`src/rtl/delay_pkg.sv`:
```
// Shared definitions for the delay tap scheduler.
//   - default line depths
//   - FSM state enum
//   - depth lookup helper (parameter mux of the four line depths)
package delay_pkg;

  localparam int unsigned DEF_DEPTH0 = 30;
  localparam int unsigned DEF_DEPTH1 = 45;
  localparam int unsigned DEF_DEPTH2 = 60;
  localparam int unsigned DEF_DEPTH3 = 90;

  typedef enum logic [1:0] {
    FILL  = 2'd0,
    RUN   = 2'd1,
    GUARD = 2'd2
  } state_t;

  function automatic int unsigned depth_of(
    input logic [1:0]  sel,
    input int unsigned d0,
    input int unsigned d1,
    input int unsigned d2,
    input int unsigned d3
  );
    case (sel)
      2'd0:    return d0;
      2'd1:    return d1;
      2'd2:    return d2;
      default: return d3;
    endcase
  endfunction

endpackage

```
`src/rtl/fill_tracker.sv`:
```
// Fill tracker: counts edges since reset, saturating at the deepest line,
// and reports per line whether that line has been completely refilled.
// Ports:
//   clk, rst        clock and synchronous active-high reset
//   fill_cnt        edges since reset, saturated at DEPTH3
//   line_ready[i]   fill_cnt >= depth of line i
module fill_tracker
  import delay_pkg::*;
#(
  parameter int unsigned DEPTH0 = DEF_DEPTH0,
  parameter int unsigned DEPTH1 = DEF_DEPTH1,
  parameter int unsigned DEPTH2 = DEF_DEPTH2,
  parameter int unsigned DEPTH3 = DEF_DEPTH3,
  parameter int unsigned CNT_W  = 7
) (
  input  logic             clk,
  input  logic             rst,
  output logic [CNT_W-1:0] fill_cnt,
  output logic [3:0]       line_ready
);

  // Runs regardless of enable: the lines shift on every edge.
  always_ff @(posedge clk) begin
    if (rst) begin
      fill_cnt <= '0;
    end else if (fill_cnt < CNT_W'(DEPTH3)) begin
      fill_cnt <= fill_cnt + CNT_W'(1);
    end
  end

  for (genvar i = 0; i < 4; i++) begin : g_ready
    assign line_ready[i] =
      (fill_cnt >= CNT_W'(depth_of(2'(i), DEPTH0, DEPTH1, DEPTH2, DEPTH3)));
  end

endmodule

```
`src/rtl/delay_tap_scheduler.sv`:
```
// Delay tap scheduler: accepts tap-change requests, drives the output mux
// select, blanks the mux across every switch and while the selected line
// is still filling, and flags when the selected line carries genuine data.
// Ports:
//   clk, rst             clock and synchronous active-high reset
//   ena                  design enable
//   cfg_valid, cfg_tap   tap-change request and requested line
//   cfg_ready            request can be taken this cycle (combinational)
//   tap_sel              registered mux select
//   blank                registered mux output force-to-zero
//   out_valid            registered, selected line output is genuine
//   switch_cnt           saturating count of effective switches
//
// state | meaning
// FILL  | selected line not yet full since reset, output blanked
// RUN   | selected line full, output valid
// GUARD | blanking window after a tap switch
module delay_tap_scheduler
  import delay_pkg::*;
#(
  parameter int unsigned DEPTH0       = DEF_DEPTH0,
  parameter int unsigned DEPTH1       = DEF_DEPTH1,
  parameter int unsigned DEPTH2       = DEF_DEPTH2,
  parameter int unsigned DEPTH3       = DEF_DEPTH3,
  parameter int unsigned GUARD_CYCLES = 2,
  parameter int unsigned CNT_W        = 7
) (
  input  logic       clk,
  input  logic       rst,
  input  logic       ena,
  input  logic       cfg_valid,
  input  logic [1:0] cfg_tap,
  output logic       cfg_ready,
  output logic [1:0] tap_sel,
  output logic       blank,
  output logic       out_valid,
  output logic [7:0] switch_cnt
);

  localparam int unsigned GW = (GUARD_CYCLES > 1) ? $clog2(GUARD_CYCLES) : 1;

  state_t            state, state_nxt;
  logic [1:0]        tap_nxt;
  logic [GW-1:0]     guard_cnt, guard_nxt;
  logic              cnt_inc;
  logic              blank_nxt, out_valid_nxt;
  logic [CNT_W-1:0]  fill_cnt;
  logic [3:0]        line_ready;
  logic              sel_ready;
  logic              accept, switching;

  fill_tracker #(
    .DEPTH0 (DEPTH0),
    .DEPTH1 (DEPTH1),
    .DEPTH2 (DEPTH2),
    .DEPTH3 (DEPTH3),
    .CNT_W  (CNT_W)
  ) u_fill (
    .clk        (clk),
    .rst        (rst),
    .fill_cnt   (fill_cnt),
    .line_ready (line_ready)
  );

  assign sel_ready = line_ready[tap_sel];
  assign cfg_ready = ena & ~rst & (state != GUARD);
  assign accept    = cfg_valid & cfg_ready;
  assign switching = accept & (cfg_tap != tap_sel);

  always_ff @(posedge clk) begin
    if (rst) begin
      state      <= FILL;
      tap_sel    <= 2'd0;
      guard_cnt  <= '0;
      switch_cnt <= 8'd0;
      blank      <= 1'b1;
      out_valid  <= 1'b0;
    end else begin
      state     <= state_nxt;
      tap_sel   <= tap_nxt;
      guard_cnt <= guard_nxt;
      blank     <= blank_nxt;
      out_valid <= out_valid_nxt;
      if (cnt_inc && (switch_cnt != 8'hFF)) begin
        switch_cnt <= switch_cnt + 8'd1;
      end
    end
  end

  // A same-tap accept still wins over FILL->RUN, so the state simply holds.
  always_comb begin
    state_nxt = state;
    tap_nxt   = tap_sel;
    guard_nxt = guard_cnt;
    cnt_inc   = 1'b0;
    if (ena) begin
      case (state)
        FILL, RUN: begin
          if (switching) begin
            state_nxt = GUARD;
            tap_nxt   = cfg_tap;
            guard_nxt = GW'(GUARD_CYCLES - 1);
            cnt_inc   = 1'b1;
          end else if (!accept && (state == FILL) && sel_ready) begin
            state_nxt = RUN;
          end
        end
        GUARD: begin
          if (guard_cnt == '0) begin
            state_nxt = sel_ready ? RUN : FILL;
          end else begin
            guard_nxt = guard_cnt - GW'(1);
          end
        end
        default: state_nxt = FILL;
      endcase
    end
  end

  // Flags follow the state being entered; a disabled design is always blanked.
  always_comb begin
    out_valid_nxt = ena && (state_nxt == RUN);
    blank_nxt     = !out_valid_nxt;
  end

endmodule

```
`config.mk`:
```
export PLATFORM = sky130hd
export DESIGN_NAME = delay_tap_scheduler
export DESIGN_NICKNAME = d
export VERILOG_FILES = /design/src/rtl/delay_pkg.sv /design/src/rtl/fill_tracker.sv /design/src/rtl/delay_tap_scheduler.sv
export SDC_FILE = /design/constraint.sdc
export NUM_CORES = 1
export LEC_CHECK = 0
export BUFFER_PORTS_ARGS = -buffer_cell sky130_fd_sc_hd__buf_2
export CAP_MARGIN = 10
export CORE_ASPECT_RATIO = 0.8
export CORE_UTILIZATION = 49
export DETAILED_ROUTE_END_ITERATION = 10
export PLACE_DENSITY_LB_ADDON = 0.05
export SLEW_MARGIN = 20
export SYNTH_ARGS = -nofsm -noshare
export SYNTH_HDL_FRONTEND = slang
export SYNTH_SLANG_ARGS = --single-unit
```
`constraint.sdc`:
```
create_clock -name clk -period 1.58 [get_ports clk]
set_input_delay 0.079 -clock clk [delete_from_list [all_inputs] [get_ports clk]]
set_output_delay 0.079 -clock clk [all_outputs]
set_load 0.02 [all_outputs]
```
* Word level (Yosys, flattened, before mapping) *
Index checks and enable logic that the tools add are counted.

cells by class
  muxes and demuxes = 14
  bitwise gates (word level) = 5
  eq/ne operators = 7
  reductions and logical operators = 11
  order comparisons = 6
  $add $sub $neg = 3

operator list
  operator                                             count
  >= comparator 7 x 6 -> 1 bit, second input constant  2
  adder 8 x 1 -> 8 bit, second input constant          1
  two-way mux 2 bit                                    4
  inequality test 8 bit, second input constant         1
  adder 7 x 1 -> 7 bit, second input constant          1
  >= comparator 7 x 5 -> 1 bit, second input constant  1
  >= comparator 7 bit, second input constant           1
  < comparator 7 bit, second input constant            1
  two-way mux 1 bit                                    7
  AND reduction 3 bit                                  2
  AND 1 bit                                            4
  == test 2 x 1 -> 1 bit, second input constant        2
  logical AND 1 bit                                    4
  inequality test 2 bit, second input constant         2
  one-hot mux 2 bit (2 select lines)                   1
  < comparator 2 x 3 -> 1 bit, second input constant   1
  binary-select mux 1 bit (select 2 bit)               1
  == test 2 bit, second input constant                 1
  logical NOT 1 bit                                    2
  logical NOT 2 bit                                    1
  inequality test 2 bit                                1
  one-hot mux 1 bit (2 select lines)                   1
  nonzero test 2 bit                                   1
  OR reduction 2 bit                                   1
  other kinds (2)                                      2

storage, ports and cells
  register bits after elaboration = 22
  input bits = 6
  output and inout bits = 13
  word-level logic and storage cells = 53

* Logic depth before layout (Yosys ltp) *
Gate-level depths: netlist of run 1.

  word-level depth = 14
  mapped depth = 6
  depth with buffers taken out = 6

* By module *
Synthesis of run 1 repeated with hierarchy kept, for this count alone.

second synthesis, totals
  cell total of the unflattened synthesis = 146
  area total of the unflattened synthesis = 1271.2 um2

by module, submodules not included
  module               area each (um2)  cells an instance  instances
  delay_tap_scheduler  785.8            89                 1
  fill_tracker         485.5            57                 1

* Least setup slack after synthesis of run 1 *
Ideal clock, no wire load.

  path type = flip-flop to flip-flop
  from = reg switch_cnt[0]
  to = reg switch_cnt[5]
  path buffers = 1
  stages on the path, launching flop included = 7
  arrival time = 1.525 ns
  setup slack = -0.066 ns
  cells stage by stage = dfxtp_1 > ha_1 > nand3_1 > nor2_1 > clkbuf_1 > nor4_1 > mux2_2

on the way
  longest elaborated chain between the ends = 2

RTL lines
  what                                                                          RTL line                   RTL
  start: declaration                                                            delay_tap_scheduler.sv:37  output logic [7:0] switch_cnt
  start signal: assignment                                                      delay_tap_scheduler.sv:85  switch_cnt <= switch_cnt + 8'd1;
  parallel branches: the longest is 2 deep, another holds adder 8 x 1 -> 8 bit  -

Several ways; the timed one is not identified.
A chain may end at the register's enable or synchronous reset.

* Worst setup path in the final report of run 1 *
  from = reg u_fill.fill_cnt[1]
  to = reg u_fill.fill_cnt[3]

on the way
  longest elaborated chain between the ends = 1

RTL lines
  what                                                        RTL line                                RTL
  start: declaration                                          fill_tracker.sv:18                      output logic [CNT_W-1:0] fill_cnt,
  start signal: assignment                                    fill_tracker.sv:27                      fill_cnt <= fill_cnt + CNT_W'(1);
  adder 7 x 1 -> 7 bit or < comparator 7 bit (tied branches)  fill_tracker.sv:27, fill_tracker.sv:26

Parallel ways exist; a longest one is shown, timed or not.

==> reports/results.ini, run 1 <==
[synthesis]
yosysSeqAreaShare_pct = 37.9
synth_area_leaders = dfxtp_1 (38%), a21oi_1 (6.5%), nand2_1 (4.5%), ha_1 (4.3%), o21ai_0 (4.3%)
ys_top_cells_by_count = dfxtp_1 (22), a21oi_1 (15), nand2_1 (14)
synth_ff_type = dfxtp_1
avgSynthCellArea_um2 = 8.24
syn-cell-area_um2 = 1160
ys_warn_count = 0
ys_types = 38
synth-edff-count = 0
yosys.area.top_type = dfxtp_1
synthArstFlopShare_pct = 0
ys_ff_latch = 22
syn_nets = 151
synth.most_common_cell = dfxtp_1
synthCells = 141
synth_top_area_share_pct = 37.9

[global_routing]
grt_overflow = 0
grt_pass1_vias = 1048
antenna_found_initial = 0
grt_usage_pct = 22.2
grt_pass1_wl_um = 4410
grt_max_degree = 21

[worst_setup_path]
critPathLaunchType = flop
crit_chain = buf_4, o211a_1, o21a_4, or3_4, a21oi_2
crit_slowest_cell = dfxtp_4
crit_type = flop to flop
cp.arrival_ns = 1.79
crit_fanout = 8
critical_path_required_ns = 1.85
critPathMaxStageDelay_ns = 0.39
crit_family = compound AO/OA/AOI/OAI gates
path_buf_inv = 1
endpoint_kind = flop

[place]
io_buffers = 18
pre_cts_slack_ns = -0.0708
gp_congestion = 0.832
dp.final_hpwl_um = 1940
placement.cell_area_um2 = 1390

[detailed_routing]
drtIter0Drc = 49
wl_um = 2740
wl_per_cell_um = 13.8
via_per_inst = 5.89
detail-route-antenna-nets = 0
route.detailed.drc = 0
routed-via-count = 1167
dr.pass1.iters = 4

[floorplanning]
dieArea_um2 = 2570
fp.coreArea_um2 = 2200
ioPinCount = 19
initial_utilization_pct = 52.9
die_h_um = 45.6
die_w_um = 56.5
num_rows = 15

[power_and_ir_drop]
p_leak_nw = 0.596
power_density_nw_per_um2 = 756
total_power_w = 0.00114
vdd_drop_max_mv = 0.806

[clock_network]
clock_sinks = 22
cts_max_level = 1
clk_pin_slew_worst_paths_ns = 0.13
clock_path_buffers = 2
ctsHoldBuffers = 0
insertion_delay_ns = 0.32
cts_tree = built
root_buffer = clkbuf_4
cts_made_buffers = 3

[timing]
slew_viol_final = 0
final_hold_viol_count = 0
period_share_pct = 96.5
relSlewSlack_pct = 79.2
clock_skew_ns = 0.00763
worstMarginPinSlew_ns = 0.312
rsz0062_at_grt = yes
timing.fmax_mhz = 656
setup_viol = 0
period_needed_ns = 1.52
layout_setup_ws_ns = 0.0552

[min_path]
hold_class = primary input to flop

[layout]
area_delta_synth_final_pct = 30.2
nNetsFinal = 184
layout-drive-gt1-share_pct = 35.8
diodes = 0
final_area_um2 = 1510

[job]
drv_cap = 0

[status]
status = completed

## per-layer routing
metal	vias to the layer above	track usage [%]	wire, um
li1	589	-	-
met1	555	29.7	1390
met2	21	36.5	1240
met3	2	5.97	92
met4	0	4.88	15
met5	-	0	0
## cell usage in the layout, fill, tap and decap left out, drive strengths merged, types with 6 or more instances in the layout
master  Yosys  routed
o21ai      11      11
nand2      14      14
nand3       7       7
dfxtp      22      22
a21oi      15      15
inv         8       8
buf         4      35
nor2        6       6
## logic make-up (layout without fill, tap and decap cells)
family	Yosys count	after routing	share of synthesized area [%]
buffers and inverters	15	47	5.17
muxes	1	1	0.969
adders and majority gates	4	4	4.31
AOI/OAI and AO/OA	46	46	25.8
xor gates and xnor gates	3	3	2.26
DFF	22	22	37.9
and+or+nand+nor	50	50	23.6
## state kept, by name, indices dropped and copies added (netlist names)
| register | count |
|---|---|
| switch_cnt | 8 |
| u_fill.fill_cnt | 7 |
| state | 2 |
| tap_sel | 2 |
| blank | 1 |
| guard_cnt | 1 |
| out_valid | 1 |
## metrics by stage
| step | util, % | std cells | setup TNS (ns) | hold WS, ns |
|---|---|---|---|---|
| 6_report | 68.9 | 198 | 0 | 0.00706 |
| 3_5_place_dp | 63.2 | 194 | -0.0716 | 0.347 |
| 3_3_place_gp | 63.2 | 194 | -0.00941 | 0.344 |
| 5_1_grt | 68.9 | 198 | -0.148 | 0.00972 |
| 2_1_floorplan | - | 141 | 0 | 0.194 |
| 4_1_cts | 66.3 | 198 | 0 | 0.000594 |
## worst register-to-register path, stage by stage (launching register included)
cell	delay [ns]
dfxtp_4	0.39
buf_4	0.15
o211a_1	0.24
o21a_4	0.23
or3_4	0.37
a21oi_2	0.11
## final cells by class
type	count	area, um2
clock buffers	3	22.5
clock inverters	1	30.0
fillers	193	682
inverters	8	30.0
multi-input cells	104	731
flip-flops and latches	22	452
well taps	25	31.3
repair buffers	35	218
## what timing repair did
action / 4_1_cts / 5_1_grt
setup endpoints to repair: 3 / 9
gates resized for setup: 3 / 16
pin swaps: 1 / 4
buffers inserted: 0 / 0
## where the power goes
part | switching [W] | internal (W)
clock network | 0.000182 | 0.000257
registers | 0.0000153 | 0.000569
logic | 0.0000690 | 0.0000519
total | 0.000267 | 0.000877
## final timing paths
| kind | start | endpoint | slack [ns] | cells past startpoint |
|---|---|---|---|---|
| worst max-delay path | u_fill.fill_cnt[1] | u_fill.fill_cnt[3] | 0.06 | 5 |
| worst min-delay path | cfg_tap[1] | tap_sel[1] | 0.007 | 3 |
| worst max register to register | u_fill.fill_cnt[1] | u_fill.fill_cnt[3] | 0.06 | 5 |
| worst min register to register | guard_cnt | guard_cnt | 0.49 | 2 |
(Power assumes the default switching activity.)
==> run 2, diff against run 1 <==
PLACE_DENSITY = 0.74   (was default)
PLACE_DENSITY_LB_ADDON = default   (was 0.05)
==> run 2 against run 1 <==
  * Largest cell class unchanged
  * Setup slack got worse by 0.048 ns
  * Final cell count did not move
  * Clock-buffer cell count rose by 1
  * Clock skew fell by 0.0047 ns
  * Non-clock buffer count fell by 1
==> reports/results.ini, run 2 (synthesis results as in run 1) <==
[floorplanning]
dieArea_um2 = 2570
ioPinCount = 19
fp.coreArea_um2 = 2200
initial_utilization_pct = 52.9
die_h_um = 45.6
num_rows = 15
die_w_um = 56.5

[global_routing]
antenna_found_initial = 0
grt_overflow = 0
grt_pass1_wl_um = 4220
grt_pass1_vias = 990
grt_max_degree = 21
grt_usage_pct = 21.2

[detailed_routing]
drtIter0Drc = 56
m1WireLength_um = 1250
routed-wl-met3_um = 177
via_per_inst = 6.03
wl_met2_um = 1380
route.detailed.drc = 0
routed-via-count = 1193
dr.pass1.iters = 4
top_layer_used = met4
wl_um = 2820
detail-route-antenna-nets = 0
wl_per_cell_um = 14.3

[worst_setup_path]
crit_type = flop to flop
cp.arrival_ns = 1.84
r2r-end = blank
r2r_cells = 5
critical_path_required_ns = 1.85
critPathLaunchType = flop
endpoint_kind = flop
r2r_start = u_fill.fill_cnt[1]
r2r_setup_slack_ns = 0.007
crit_fanout = 7

[timing]
timing.fmax_mhz = 636
relSlewSlack_pct = 74.9
final_hold_viol_count = 0
slew_viol_final = 0
whs_ns = 0.00838
period_needed_ns = 1.57
worstMarginPinSlew_ns = 0.371
setup_tns_ns = 0
layout_setup_ws_ns = 0.00707
clock_skew_ns = 0.00292
setup_viol = 0
period_share_pct = 99.6

[layout]
seq_area_um2 = 450
area_delta_synth_final_pct = 29.6
fill_cells = 178
final_cell_mix = buf_2 (18), buf_4 (15), nand2_1 (14), a21oi_1 (14), dfxtp_1 (14)
nNetsFinal = 184
diodes = 0
final_common_cell = buf_2
multiInputGateArea_um2 = 744
reg_top3 = switch_cnt: 8 flops, u_fill.fill_cnt: 7 flops
layout-drive-gt1-share_pct = 35.8
largest_reg_flops = 8
regMostFlops = switch_cnt

[place]
dp.final_hpwl_um = 1950
io_buffers = 18
pre_cts_slack_ns = -0.101
gp_congestion = 0.872

[status]
status = completed

[clock_network]
clock_sinks = 22
cts_made_buffers = 3
clk_pin_slew_worst_paths_ns = 0.12
ctsHoldBuffers = 0
root_buffer = clkbuf_4
insertion_delay_ns = 0.32
clock_path_buffers = 2
cts_max_level = 1
cts_tree = built

[min_path]
whs_path_depth = 3
hold_start = cfg_tap[0]
hold_end = tap_sel[0]
hold_class = primary input to flop

[job]
drv_cap = 0

[power_and_ir_drop]
vdd_drop_max_mv = 0.790
p_leak_nw = 0.585
power_density_nw_per_um2 = 687

-- run 2: power by group --
group | leakage (nW) | switching, W | internal [W]
Clock | 0.0210 | 0.000179 | 0.000141
Sequential | 0.182 | 0.0000124 | 0.000569
Combinational | 0.383 | 0.0000774 | 0.0000558
-- run 2: layer usage --
layer  GRT usage, %  vias up
met4           3.41        0
li1               -      587
met5              0        -
met1           26.2      561
met3           5.97        2
met2           38.1       43
-- run 2: worst max path at each step --
stage,start,end,slack (ns)
after global routing,switch_cnt[0],switch_cnt[3],-0.01
final,u_fill.fill_cnt[1],blank,0.007
after detailed placement,u_fill.fill_cnt[1],state[0],-0.10
after floorplan,u_fill.fill_cnt[1],state[0],0.008
after global placement,u_fill.fill_cnt[1],state[0],0.06
after CTS,u_fill.fill_cnt[1],state[0],-0.009
-- run 2: area by class of cell --
| cell class | count | share of cell area (%) |
|---|---|---|
| timing repair buffer | 34 | 14.2 |
| multi-input combinational | 105 | 49.4 |
| inverter | 8 | 1.99 |
| clock buffer | 4 | 2.41 |
| sequential | 22 | 29.9 |
| tap | 25 | 2.08 |
-- run 2: repair_timing --
| item | CTS | global route |
|---|---|---|
| pin swaps | 2 | 4 |
| gates cloned | 0 | 1 |
| gates resized for setup | 4 | 17 |
| endpoints found under the hold margin | 0 | 0 |
| setup endpoints to repair | 5 | 9 |
| buffers inserted | 0 | 4 |
-- run 2: critical path, stage by stage, from the launching register on --
cell      delay (ns)
dfxtp_2         0.35
buf_4           0.16
nor4b_1         0.39
a221oi_2        0.11
a221oi_2        0.36
a211o_1         0.15
-- run 2: per-stage QoR --
stage	util, %	instances	power [W]	area [um2]
after global routing	68.6	198	0.00108	1510
final	68.6	198	0.00103	1510
after global placement	61.5	189	0.000698	1350
after detailed placement	61.5	189	0.000704	1350
after CTS	64.4	193	0.00102	1420
after floorplan	-	141	0.000658	1170
